<file path="config.mk">
export PLATFORM = sky130hd
export DESIGN_NAME = bcd_entry
export DESIGN_NICKNAME = d
export VERILOG_FILES = /design/src/rtl/bcd_entry_pkg.sv /design/src/rtl/bcd_entry_push_sync.sv /design/src/rtl/bcd_entry.sv
export SDC_FILE = /design/constraint.sdc
export NUM_CORES = 1
export LEC_CHECK = 0
export CAP_MARGIN = 5
export CORE_MARGIN = 4
export CORE_UTILIZATION = 30
export CTS_CLUSTER_DIAMETER = 150
export DETAILED_ROUTE_END_ITERATION = 12
export MAX_ROUTING_LAYER = met4
export PLACE_DENSITY = 0.47
export SLEW_MARGIN = 20
export SYNTH_ARGS = -nofsm -noshare
export SYNTH_HDL_FRONTEND = slang
export SYNTH_SLANG_ARGS = --single-unit
</file>
<file path="constraint.sdc">
create_clock -name clk -period 4.2 [get_ports clk]
set_input_delay 1.26 -clock clk [delete_from_list [all_inputs] [get_ports clk]]
set_output_delay 1.26 -clock clk [all_outputs]
set_load 0.03 [all_outputs]
</file>
<file path="src/rtl/bcd_entry_pkg.sv">
// Shared definitions for the decimal operand-entry block.
//   state_t        : entry FSM states
//   WIDTH_DEF      : default binary operand width
//   MAX_DIGITS_DEF : default maximum digits per entry
//   DIGIT_MAX      : largest legal BCD digit
package bcd_entry_pkg;

  typedef enum logic [1:0] {
    IDLE  = 2'd0,
    ENTRY = 2'd1,
    DONE  = 2'd2,
    ERROR = 2'd3
  } state_t;

  localparam int unsigned WIDTH_DEF      = 18;
  localparam int unsigned MAX_DIGITS_DEF = 6;
  localparam logic [3:0]  DIGIT_MAX      = 4'd9;

endpackage

</file>
<file path="src/rtl/bcd_entry_push_sync.sv">
// Pushbutton synchronizer and falling-edge detector.
//   clk    : system clock
//   rst_n  : asynchronous active-low reset (flops reset to released level 1)
//   push_n : raw active-low button, asynchronous to clk
//   press  : one-cycle pulse per falling edge of push_n
// Debouncing is expected upstream. press is decoded from flops only, so a
// consumer that registers on it updates on the 3rd edge after push_n is
// first sampled low.
module push_sync (
  input  logic clk,
  input  logic rst_n,
  input  logic push_n,
  output logic press
);

  logic s1, s2, s3;

  always_ff @(posedge clk or negedge rst_n) begin
    if (!rst_n) begin
      s1 <= 1'b1;
      s2 <= 1'b1;
      s3 <= 1'b1;
    end else begin
      s1 <= push_n;
      s2 <= s1;
      s3 <= s2;
    end
  end

  assign press = s3 & ~s2;

endmodule

</file>
<file path="src/rtl/bcd_entry.sv">
// Decimal operand entry: accumulates keyed BCD digits into a binary operand
// (value = value*10 + digit) and mirrors the typed digits as packed BCD.
//   clk, rst_n : clock, asynchronous active-low reset
//   digit      : BCD digit, sampled on a detected press
//   push_n     : raw active-low digit button
//   commit     : single-cycle pulse ending the entry
//   clear      : single-cycle pulse abandoning the entry
//   value      : accumulated binary operand
//   bcd        : typed digits, most recent digit in [3:0]
//   ndigits    : digits accepted so far
//   done       : high while an entry is committed
//   valid      : one-cycle pulse on commit
//   err        : high in the error state (overflow or too many digits)
//   bad_digit  : one-cycle pulse on a press carrying a digit above 9
// Event priority: clear > commit > press.
module bcd_entry
  import bcd_entry_pkg::*;
#(
  parameter int unsigned WIDTH      = WIDTH_DEF,
  parameter int unsigned MAX_DIGITS = MAX_DIGITS_DEF
) (
  input  logic                    clk,
  input  logic                    rst_n,
  input  logic [3:0]              digit,
  input  logic                    push_n,
  input  logic                    commit,
  input  logic                    clear,
  output logic [WIDTH-1:0]        value,
  output logic [4*MAX_DIGITS-1:0] bcd,
  output logic [2:0]              ndigits,
  output logic                    done,
  output logic                    valid,
  output logic                    err,
  output logic                    bad_digit
);

  localparam logic [WIDTH+3:0] VALUE_MAX = {4'b0000, {WIDTH{1'b1}}};

  state_t           state;
  logic             press;
  logic             digit_ok;
  logic             full;
  logic             overflow;
  logic [WIDTH+3:0] value_ext;
  logic [WIDTH+3:0] next_value;

  push_sync u_push_sync (
    .clk    (clk),
    .rst_n  (rst_n),
    .push_n (push_n),
    .press  (press)
  );

  // value*10 as two shifts, with 4 guard bits so overflow is visible
  assign value_ext  = {4'b0000, value};
  assign next_value = (value_ext << 3) + (value_ext << 1) + (WIDTH+4)'(digit);
  assign digit_ok   = (digit <= DIGIT_MAX);
  assign full       = (ndigits == 3'(MAX_DIGITS));
  assign overflow   = (next_value > VALUE_MAX);

  always_ff @(posedge clk or negedge rst_n) begin
    if (!rst_n) begin
      state     <= IDLE;
      value     <= '0;
      bcd       <= '0;
      ndigits   <= '0;
      done      <= 1'b0;
      valid     <= 1'b0;
      err       <= 1'b0;
      bad_digit <= 1'b0;
    end else begin
      valid     <= 1'b0;
      bad_digit <= 1'b0;
      if (clear) begin
        state   <= IDLE;
        value   <= '0;
        bcd     <= '0;
        ndigits <= '0;
        done    <= 1'b0;
        err     <= 1'b0;
      end else if (commit) begin
        // DONE and ERROR ignore commit; a coinciding press is dropped
        if (state == IDLE || state == ENTRY) begin
          state <= DONE;
          done  <= 1'b1;
          valid <= 1'b1;
        end
      end else if (press) begin
        if (!digit_ok) begin
          bad_digit <= 1'b1;
        end else begin
          unique case (state)
            IDLE, DONE: begin
              state   <= ENTRY;
              value   <= WIDTH'(digit);
              bcd     <= (4*MAX_DIGITS)'(digit);
              ndigits <= 3'd1;
              done    <= 1'b0;
            end
            ENTRY: begin
              if (full || overflow) begin
                state <= ERROR;
                err   <= 1'b1;
              end else begin
                value   <= next_value[WIDTH-1:0];
                bcd     <= {bcd[4*MAX_DIGITS-5:0], digit};
                ndigits <= ndigits + 3'd1;
              end
            end
            ERROR: ;
            default: ;
          endcase
        end
      end
    end
  end

endmodule

</file>
==> results of run 1 <==
-- Yosys cell counts, drive strengths merged, types with 2 or more instances --
cell,instances
xnor2,12
nand4,4
mux2i,6
mux2,3
and3,4
o211ai,4
nor2,14
dfrtp,50
fa,2
dfstp,3
inv,14
nand2,31
a211oi,4
or4,2
nor4,3
a21oi,22
nand3,2
nand2b,6
xor2,5
buf,15
a31oi,7
o21ai,14
ha,37
nor2b,3
clkbuf,4
a22o,35
a21o,3
-- kinds of logic after synthesis --
| family | count (synthesis) | share of synthesized area |
|---|---|---|
| compound gates | 97 | 0.210 |
| simple gates | 76 | 0.119 |
| buf+inv | 34 | 0.0647 |
| fa+ha+maj | 39 | 0.147 |
| mux | 9 | 0.0274 |
| flops | 53 | 0.389 |
| xor+xnor | 17 | 0.0435 |
-- critical path: stages --
cell	delay, ns
clkdlybuf4s15_1	0.25
ha_4	0.31
ha_4	0.12
inv_1	0.05
fa_2	0.38
nand2b_4	0.15
a21o_4	0.20
a211oi_2	0.23
nor4_2	0.08
xor2_1	0.23
nand4_4	0.16
buf_6	0.16
nor4_4	0.27
buf_6	0.18
clkbuf_16	0.17
a22o_1	0.12
-- through the flow --
| stage | hold WS (ns) | std cells | setup slack, ns | TNS [ns] | util |
|---|---|---|---|---|---|
| finish | 0.362 | 543 | 0.0698 | 0 | 0.420 |
| global route | 0.368 | 543 | -0.0911 | -2.60 | 0.420 |
| global placement | 0.347 | 528 | -0.580 | -24.09 | 0.384 |
| CTS | 0.364 | 538 | 0.00185 | 0 | 0.405 |
| floorplan | 0.345 | 325 | -0.0125 | -0.112 | - |
| detailed placement | 0.352 | 528 | -0.659 | -27.35 | 0.384 |
-- path summary, 6_finish.rpt --
check	startpoint	to	slack, ns	cells after the start
setup / recovery	digit[2]	value[15]	0.07	16
hold / removal	u_push_sync.s1	u_push_sync.s2	0.36	0
setup reg to reg	value[0]	value[15]	0.52	15
hold reg to reg	u_push_sync.s1	u_push_sync.s2	0.36	0
max in group asynchronous	rst_n	u_push_sync.s2	2.41	2
min in group asynchronous	rst_n	bad_digit	0.92	1
-- power groups by stage --
| stage | sequential, W | clock, W | combinational, W |
|---|---|---|---|
| 2_1_floorplan | 0.000543 | 0 | 0.0000525 |
| 3_3_place_gp | 0.000535 | 0 | 0.000107 |
| 3_5_place_dp | 0.000535 | 0 | 0.000107 |
| 4_1_cts | 0.000526 | 0.000443 | 0.000118 |
| 5_1_grt | 0.000527 | 0.000460 | 0.000133 |
| 6_report | 0.000526 | 0.000422 | 0.000120 |
-- registers in the layout (all words and copies together), names as in the netlist --
signal / cells
bad_digit: 1
u_push_sync.s2: 1
err: 1
valid: 1
done: 1
bcd: 23
u_push_sync.s1: 1
u_push_sync.s3: 1
state: 2
value: 18
ndigits: 3
-- metal layers --
metal,up-vias,track usage
met5,-,-
met4,0,0.0211
met3,2,0.0195
met2,37,0.219
met1,1331,0.197
li1,1340,-
-- layout make-up --
type / count / area, µm² / share of cell area
Clock inverter: 3 / 21.3 / 0.00461
Sequential cell: 53 / 1330 / 0.288
Multi-Input combinational cell: 238 / 2010 / 0.436
Clock buffer: 5 / 125 / 0.0271
Tap cell: 140 / 175 / 0.0380
Timing Repair Buffer: 89 / 895 / 0.194
Inverter: 15 / 56.3 / 0.0122
-- repair_timing --
item / in CTS / in global routing
buffers inserted: 2 / 2
pin swaps: 9 / 19
hold buffers: 0 / 0
cloned: 0 / 3
setup endpoints to repair: 45 / 45
gates resized for setup: 19 / 18
==> results.py, run 1 <==
metrics = {
    "run_status": {
        "status": "finished, final reports clean",
    },
    "die": {
        "die_w_um": 115,
        "core_area_um2": 11000,
        "ios": 58,
        "dieArea_um2": 13200,
        "rows": 38,
        "die_h_um": 115,
        "start_util": 0.312,
    },
    "sta": {
        "max_slew_margin": 0.679,
        "slew_violations": 0,
        "worst_pin_slew_ns": 0.481,
        "rsz0062_at_grt": "true",
        "setup_viol": 0,
        "timing.final.crit_period_ns": 4.13,
        "finalClockSkew_ns": 0.00893,
        "hold_viol": 0,
        "fin_crit_sh": 0.983,
        "fmax_ghz": 0.242,
    },
    "global_routing": {
        "grt_max_degree": 37,
        "grt_use_total": 0.140,
        "grt_pass1_vias": 2845,
        "grt_pass1_wl_um": 14600,
        "grt_overflow": 0,
        "antenna_found_initial": 0,
    },
    "cts": {
        "tritoncts": "done",
        "cts_root_buffer": "clkbuf_16",
        "cts_buffers": 5,
        "clockBufferDepth": 2,
        "path_clk_slew_ns": 0.07,
        "clk_latency_ns": 0.29,
        "cts.sinks": 53,
        "h-tree-depth": 2,
    },
    "synthesis": {
        "synth_top_area_frac": 0.365,
        "synth_warnings": 0,
        "synthCells": 325,
        "ys_ff_latch": 53,
        "ys_seq_area_frac": 0.389,
        "ys_types": 55,
        "synth_area_leaders": "dfrtp_1 37%, ha_1 14%, a22o_1 7.9%",
        "syn_area_um2": 3420,
        "synth-main-ff-cell": "dfrtp_1",
        "async_reset_ff_frac": 1.00,
        "synth-edff-count": 0,
        "syn_area_per_cell_um2": 10.5,
        "syn-num-nets": 373,
        "synth_top_cell_by_area": "dfrtp_1",
    },
    "routing": {
        "top_layer": "met4",
        "m1WireLength_um": 4490,
        "first_iter_violations": 113,
        "num_vias": 2710,
        "totalWireLength_um": 9050,
        "routedWlPerCell_um": 16.7,
        "routed_via_density": 4.99,
        "first_pass_iters": 6,
        "antenna_left": 0,
        "wl_met2_um": 4330,
        "drc_errors": 0,
        "route.met3.wl_um": 183,
    },
    "worst_hold_path": {
        "hp-class": "reg -> reg",
    },
    "final_layout": {
        "fill_cells": 1096,
        "nets": 450,
        "post-route-cell-area_um2": 4610,
        "final_cell_mix": "53 x clkdlybuf4s50_1, 50 x dfrtp_1, 33 x ha_1",
        "drive_above_1_share": 0.206,
        "layout_commonest_cell": "clkdlybuf4s50_1",
        "num_antenna_cells": 0,
        "area_delta_synth_final_pct": 34.8,
    },
    "placement": {
        "post-dp-hpwl_um": 6480,
        "placed_area_um2": 4220,
        "portBuffers": 57,
        "gp_congestion": 0.859,
    },
    "setup_path": {
        "arrival_ns": 4.36,
        "worstSetupStartpointType": "input pin",
        "cp.required_ns": 4.43,
        "crit_path_max_fanout": 8,
        "path_class": "in -> reg",
        "endpoint_kind": "flip-flop",
    },
    "power_and_ir_drop": {
        "peakVddDrop_v": 0.000183,
        "p_sw_frac": 0.256,
        "combPwrFrac": 0.112,
        "clkPwrFrac": 0.395,
        "pwr-share-seq": 0.492,
        "power.leakage_nw": 2.17,
        "cell_internal_pwr_w": 0.000794,
        "powerDensity_nw_per_um2": 231,
        "power_w": 0.00107,
        "p_sw_w": 0.000273,
    },
    "job": {
        "cap_violations": 0,
    },
}
Power figures use the tool's default switching activity.
==> inputs of run 2 (changes only) <==
CTS_CLUSTER_DIAMETER = 200   (was 150)
GPL_TIMING_DRIVEN = 0   (was unset)
==> results.py, run 2 (synthesis gave the netlist of run 1 again) <==
metrics = {
    "cts": {
        "cts_buffers": 5,
        "h-tree-depth": 2,
        "path_clk_slew_ns": 0.08,
        "cts.sinks": 53,
        "cts_root_buffer": "clkbuf_16",
        "clockBufferDepth": 2,
        "holdBufCountCts": 0,
        "clk_latency_ns": 0.29,
        "tritoncts": "done",
    },
    "placement": {
        "post-dp-hpwl_um": 6380,
        "portBuffers": 57,
        "placed_area_um2": 4210,
        "gp_congestion": 0.791,
        "post-place-ws_ns": -0.949,
    },
    "routing": {
        "first_iter_violations": 106,
        "routedWlPerCell_um": 16.5,
        "num_vias": 2762,
        "first_pass_iters": 4,
        "routed_via_density": 5.08,
        "totalWireLength_um": 8960,
        "antenna_left": 0,
        "drc_errors": 0,
    },
    "final_layout": {
        "largest_reg_flops": 23,
        "top_register": "bcd",
        "area_delta_synth_final_pct": 33.3,
        "nets": 451,
        "largest_registers": "bcd (23), value (18), ndigits (3)",
        "post-route-cell-area_um2": 4560,
        "final_cell_mix": "53 x clkdlybuf4s50_1, 50 x dfrtp_1, 33 x ha_1",
        "drive_above_1_share": 0.186,
        "layout_commonest_cell": "clkdlybuf4s50_1",
        "num_antenna_cells": 0,
    },
    "job": {
        "cap_violations": 0,
    },
    "die": {
        "rows": 38,
        "die_h_um": 115,
        "die_w_um": 115,
        "start_util": 0.312,
        "dieArea_um2": 13200,
        "ios": 58,
        "core_area_um2": 11000,
    },
    "sta": {
        "fin_crit_sh": 0.969,
        "timing.final.crit_period_ns": 4.07,
        "worst_pin_slew_ns": 0.473,
        "hold_viol": 0,
        "fmax_ghz": 0.246,
        "max_slew_margin": 0.685,
        "hold_ws_ns": 0.357,
        "setup_viol": 0,
        "slew_violations": 0,
        "setup_ws_ns": 0.130,
        "finalClockSkew_ns": 0.0103,
    },
    "global_routing": {
        "grt_pass1_vias": 2915,
        "grt_use_total": 0.142,
        "antenna_found_initial": 0,
        "grt_pass1_wl_um": 14900,
        "grt_max_degree": 54,
        "grt_overflow": 0,
    },
    "setup_path": {
        "arrival_ns": 4.25,
        "cp.required_ns": 4.38,
        "crit_path_max_fanout": 6,
        "endpoint_kind": "flip-flop",
        "worstSetupStartpointType": "input pin",
        "reg2reg_slack_ns": 0.61,
        "path_class": "in -> reg",
    },
    "power_and_ir_drop": {
        "power.leakage_nw": 2.14,
        "peakVddDrop_v": 0.000191,
        "powerDensity_nw_per_um2": 239,
    },
    "run_status": {
        "status": "finished, final reports clean",
    },
    "worst_hold_path": {
        "hp-class": "reg -> reg",
    },
}
run 2: cell types whose count changed in the layout (fill, tap and decap cells not counted), moves of 2 or more:
cell      delta
a22o_4       -2
buf_6        -2
buf_8        +2
buf_4        -6
buf_2        +3
mux2_1       +3
mux2_4       -3
clkbuf_1     +4
a22o_2       +2
run 2: critical path, cell delays in order:
cell,delay (ns)
buf_4,0.12
inv_2,0.04
fa_2,0.56
inv_2,0.05
ha_4,0.22
a211oi_4,0.22
or4_1,0.15
nand2_1,0.05
a221o_1,0.39
a41oi_2,0.19
nand4_4,0.14
o311a_4,0.35
buf_8,0.15
clkbuf_16,0.16
a22o_1,0.20
run 2: worst paths after layout:
kind | to | cells after the start | from
setup / recovery | bcd[17] | 15 | digit[3]
hold / removal | u_push_sync.s2 | 0 | u_push_sync.s1
setup reg to reg | bcd[17] | 13 | value[11]
hold reg to reg | u_push_sync.s2 | 0 | u_push_sync.s1
max in group asynchronous | u_push_sync.s3 | 2 | rst_n
min in group asynchronous | bcd[8] | 2 | rst_n
run 2: layer usage:
| metal | share of wire | track usage | vias up |
|---|---|---|---|
| met3 | 0.024 | 0.0195 | 2 |
| met2 | 0.46 | 0.222 | 49 |
| met1 | 0.51 | 0.202 | 1362 |
| li1 | - | - | 1349 |
| met4 | 0.0049 | 0.0211 | 0 |
| met5 | 0 | - | - |
run 2: area by class of cell:
cell class	count	area, µm²
fillers	1094	6420
multi-input cells	238	1960
flip-flops and latches	53	1330
repair buffers	71	724
well taps	140	175
plain buffers	19	169
clock buffers	5	125
inverters	15	56.3
clock inverters	3	25.0
run 2: repair_timing:
item	in CTS	in global routing
gates cloned	0	3
setup endpoints to repair	45	39
buffers inserted	8	2
resized for setup	13	9
pin swaps	11	7
run 2: where the power goes:
| part | internal, W | switching (W) | total (W) | leakage, nW |
|---|---|---|---|---|
| registers | 0.000518 | 0.00000749 | 0.000526 | 0.725 |
| logic | 0.0000580 | 0.0000691 | 0.000127 | 1.35 |
| clock network | 0.000225 | 0.000211 | 0.000436 | 0.0704 |
run 2: metrics by stage:
step / instances / utilization / power [W] / TNS (ns)
3_5_place_dp: 523 / 0.384 / 0.000646 / -38.73
4_1_cts: 539 / 0.405 / 0.00109 / 0
2_1_floorplan: 325 / - / 0.000596 / -0.112
6_report: 544 / 0.416 / 0.00109 / 0
5_1_grt: 544 / 0.416 / 0.00114 / -0.0134
3_3_place_gp: 522 / 0.381 / 0.000643 / -39.82
==> inputs of run 3 (changes only) <==
REMOVE_ABC_BUFFERS = 1   (was unset)
SYNTH_HIERARCHICAL = 1   (was unset)
==> results.py, run 3 <==
metrics = {
    "power_and_ir_drop": {
        "peakVddDrop_v": 0.000164,
        "clkPwrFrac": 0.439,
        "cell_internal_pwr_w": 0.000837,
        "p_sw_frac": 0.251,
        "power_w": 0.00112,
        "combPwrFrac": 0.093,
        "p_sw_w": 0.000280,
        "power.leakage_nw": 1.93,
        "powerDensity_nw_per_um2": 242,
        "pwr-share-seq": 0.468,
    },
    "final_layout": {
        "largest_reg_flops": 23,
        "top_register": "bcd",
        "layout_commonest_cell": "clkdlybuf4s50_1",
        "post-route-cell-area_um2": 4610,
        "num_antenna_cells": 0,
        "area_delta_synth_final_pct": 33.4,
        "drive_above_1_share": 0.142,
        "final_cell_mix": "52 x clkdlybuf4s50_1, 50 x dfrtp_1, 40 x nand2_1",
        "largest_registers": "bcd (23), value (18), ndigits (3)",
        "nets": 471,
    },
    "setup_path": {
        "worstSetupStartpointType": "input pin",
        "cpPeakStageDelay_ns": 0.60,
        "cp.required_ns": 4.38,
        "cp_common_cell": "inv_1",
        "r2r-end": "bcd[13]",
        "endpoint_kind": "flip-flop",
        "r2r-start": "value[6]",
        "crit_path_max_fanout": 13,
        "reg2reg_slack_ns": 0.72,
        "crit_chain": "clkbuf_2, inv_1, fa_1, inv_1, ha_4, a211oi_2, o21ai_2, a311oi_4, o311ai_2, a22oi_4, a31oi_4, nor2_4, buf_8, o22ai_1",
        "slowest_stage": "fa_1",
        "reg2reg_depth": 11,
        "path_class": "in -> reg",
        "arrival_ns": 4.30,
    },
    "sta": {
        "slew_violations": 0,
        "timing.final.crit_period_ns": 4.12,
        "fmax_ghz": 0.243,
        "setup_ws_ns": 0.0772,
        "finalClockSkew_ns": 0.00358,
        "hold_ws_ns": 0.360,
        "hold_viol": 0,
        "setup_viol": 0,
        "setup_tns_ns": 0,
        "max_slew_margin": 0.354,
        "fin_crit_sh": 0.982,
        "worst_pin_slew_ns": 0.963,
    },
    "synthesis": {
        "synthCells": 362,
        "synth.most_common_cell": "dfrtp_1",
        "synth_top_area_frac": 0.362,
        "ys_seq_area_frac": 0.385,
        "synth-main-ff-cell": "dfrtp_1",
        "synth_compound_area_frac": 0.244,
        "synth_area_leaders": "dfrtp_1 36%, ha_1 13%, o32ai_1 5.3%",
        "ys_types": 58,
        "synthSimpleGateAreaFrac": 0.119,
        "ys_ff_latch": 53,
        "synth_mux_area_frac": 0.00579,
        "synthAdderAreaFrac": 0.145,
        "async_reset_ff_frac": 1.00,
        "synth_warnings": 6,
        "synth_commonest_cells": "50 x dfrtp_1, 40 x nand2_1, 37 x ha_1",
        "syn_area_um2": 3460,
        "synthXorXnorAreaFrac": 0.0380,
        "synth-edff-count": 0,
        "synth_top_cell_by_area": "dfrtp_1",
        "synth_top_family_by_area": "compound AO/OA/AOI/OAI gates",
        "syn_area_per_cell_um2": 9.55,
    },
    "routing": {
        "drc_errors": 0,
        "first_iter_violations": 119,
        "routed_via_density": 5.32,
        "totalWireLength_um": 10500,
        "routedWlPerCell_um": 18.5,
        "first_pass_iters": 4,
        "antenna_left": 0,
        "num_vias": 2999,
    },
    "cts": {
        "h-tree-depth": 2,
        "path_clk_slew_ns": 0.07,
        "clk_latency_ns": 0.30,
        "cts_buffers": 5,
        "tritoncts": "done",
        "cts.sinks": 53,
        "cts_root_buffer": "clkbuf_16",
        "holdBufCountCts": 0,
        "clockBufferDepth": 2,
    },
    "placement": {
        "portBuffers": 57,
        "gp_congestion": 0.801,
        "post-dp-hpwl_um": 6830,
        "placed_area_um2": 4150,
        "post-place-ws_ns": -1.48,
    },
    "die": {
        "rows": 38,
        "die_w_um": 115,
        "dieArea_um2": 13300,
        "core_area_um2": 11100,
        "die_h_um": 115,
        "start_util": 0.312,
        "ios": 58,
    },
    "global_routing": {
        "grt_pass1_wl_um": 16100,
        "grt_use_total": 0.159,
        "grt_pass1_vias": 3042,
        "antenna_found_initial": 0,
        "grt_max_degree": 54,
        "grt_overflow": 0,
    },
    "job": {
        "cap_violations": 0,
    },
    "worst_hold_path": {
        "hp-class": "reg -> reg",
        "hold_start": "u_push_sync/s1",
        "whs_endpoint": "u_push_sync/s2",
        "min_path_cells": 0,
    },
    "run_status": {
        "status": "finished, final reports clean",
    },
}
## run 3: cell count changes after synthesis, sizes merged, moves of 6 or more
cell | before | now
a22o | 35 | 0
o32ai | 0 | 22
inv | 14 | 29
o22ai | 0 | 13
a21oi | 22 | 33
nand2 | 31 | 40
nand3 | 2 | 8
o21ai | 14 | 20
## run 3: kinds of logic (layout without fill, tap and decap cells)
| logic type | Yosys count | in the layout |
|---|---|---|
| muxes | 2 | 2 |
| and+or+nand+nor | 83 | 84 |
| adders and majority gates | 39 | 39 |
| AOI/OAI and AO/OA | 122 | 122 |
| buffers and inverters | 48 | 109 |
| xor gates and xnor gates | 15 | 15 |
| DFF | 53 | 53 |
## run 3: how the worst max path moves through the flow
| stage | from | to | slack [ns] | cells after the start |
|---|---|---|---|---|
| final | digit[3] | bcd[13] | 0.08 | 14 |
| after global routing | digit[3] | bcd[13] | -0.009 | 14 |
| after CTS | digit[3] | bcd[22] | 0.02 | 14 |
| after detailed placement | digit[3] | bcd[4] | -1.48 | 13 |
| after global placement | digit[3] | bcd[9] | -2.03 | 13 |
| after floorplan | digit[3] | bcd[10] | -0.41 | 12 |
## run 3: what timing repair did
item / in CTS / in global routing
pin swaps: 7 / 12
gates cloned: 1 / 2
endpoints found under the hold margin: 0 / 0
gates resized for setup: 17 / 19
setup buffers: 9 / 1
endpoints found under the setup margin: 46 / 42
## run 3: area by class of cell
class | count | area [µm²]
Inverter | 30 | 113
Tap cell | 140 | 175
Multi-Input combinational cell | 262 | 2110
Sequential cell | 53 | 1330
Clock buffer | 5 | 125
Timing Repair Buffer | 71 | 721
Fill cell | 1097 | 6460
Clock inverter | 3 | 43.8
## run 3: power groups by stage
stage / registers (W) / logic, W / clock network, W
after global routing: 0.000525 / 0.000115 / 0.000523
after detailed placement: 0.000534 / 0.0000949 / 0
after CTS: 0.000523 / 0.0000980 / 0.000505
final: 0.000523 / 0.000104 / 0.000490
after global placement: 0.000533 / 0.0000896 / 0
after floorplan: 0.000541 / 0.0000344 / 0
## run 3: critical path, delay by kind of cell
kind,cells,cell delay [ns]
buf+inv,4,0.50
compound gates,7,1.43
fa+ha+maj,2,0.84
simple gates,1,0.24
## run 3: routing by layer
metal / wire length, µm / vias up / share of wire / global-route usage
met3: 344 / 9 / 0.033 / 0.0237
met4: 170 / 0 / 0.016 / 0.0454
met5: 0 / - / 0 / -
li1: - / 1464 / - / -
met1: 5100 / 1471 / 0.49 / 0.222
met2: 4850 / 55 / 0.46 / 0.240
## run 3: per-stage QoR
stage          utilization  cells
2_1_floorplan            -    344
3_3_place_gp         0.370    541
3_5_place_dp         0.375    543
4_1_cts              0.404    561
5_1_grt              0.416    564
6_report             0.416    564
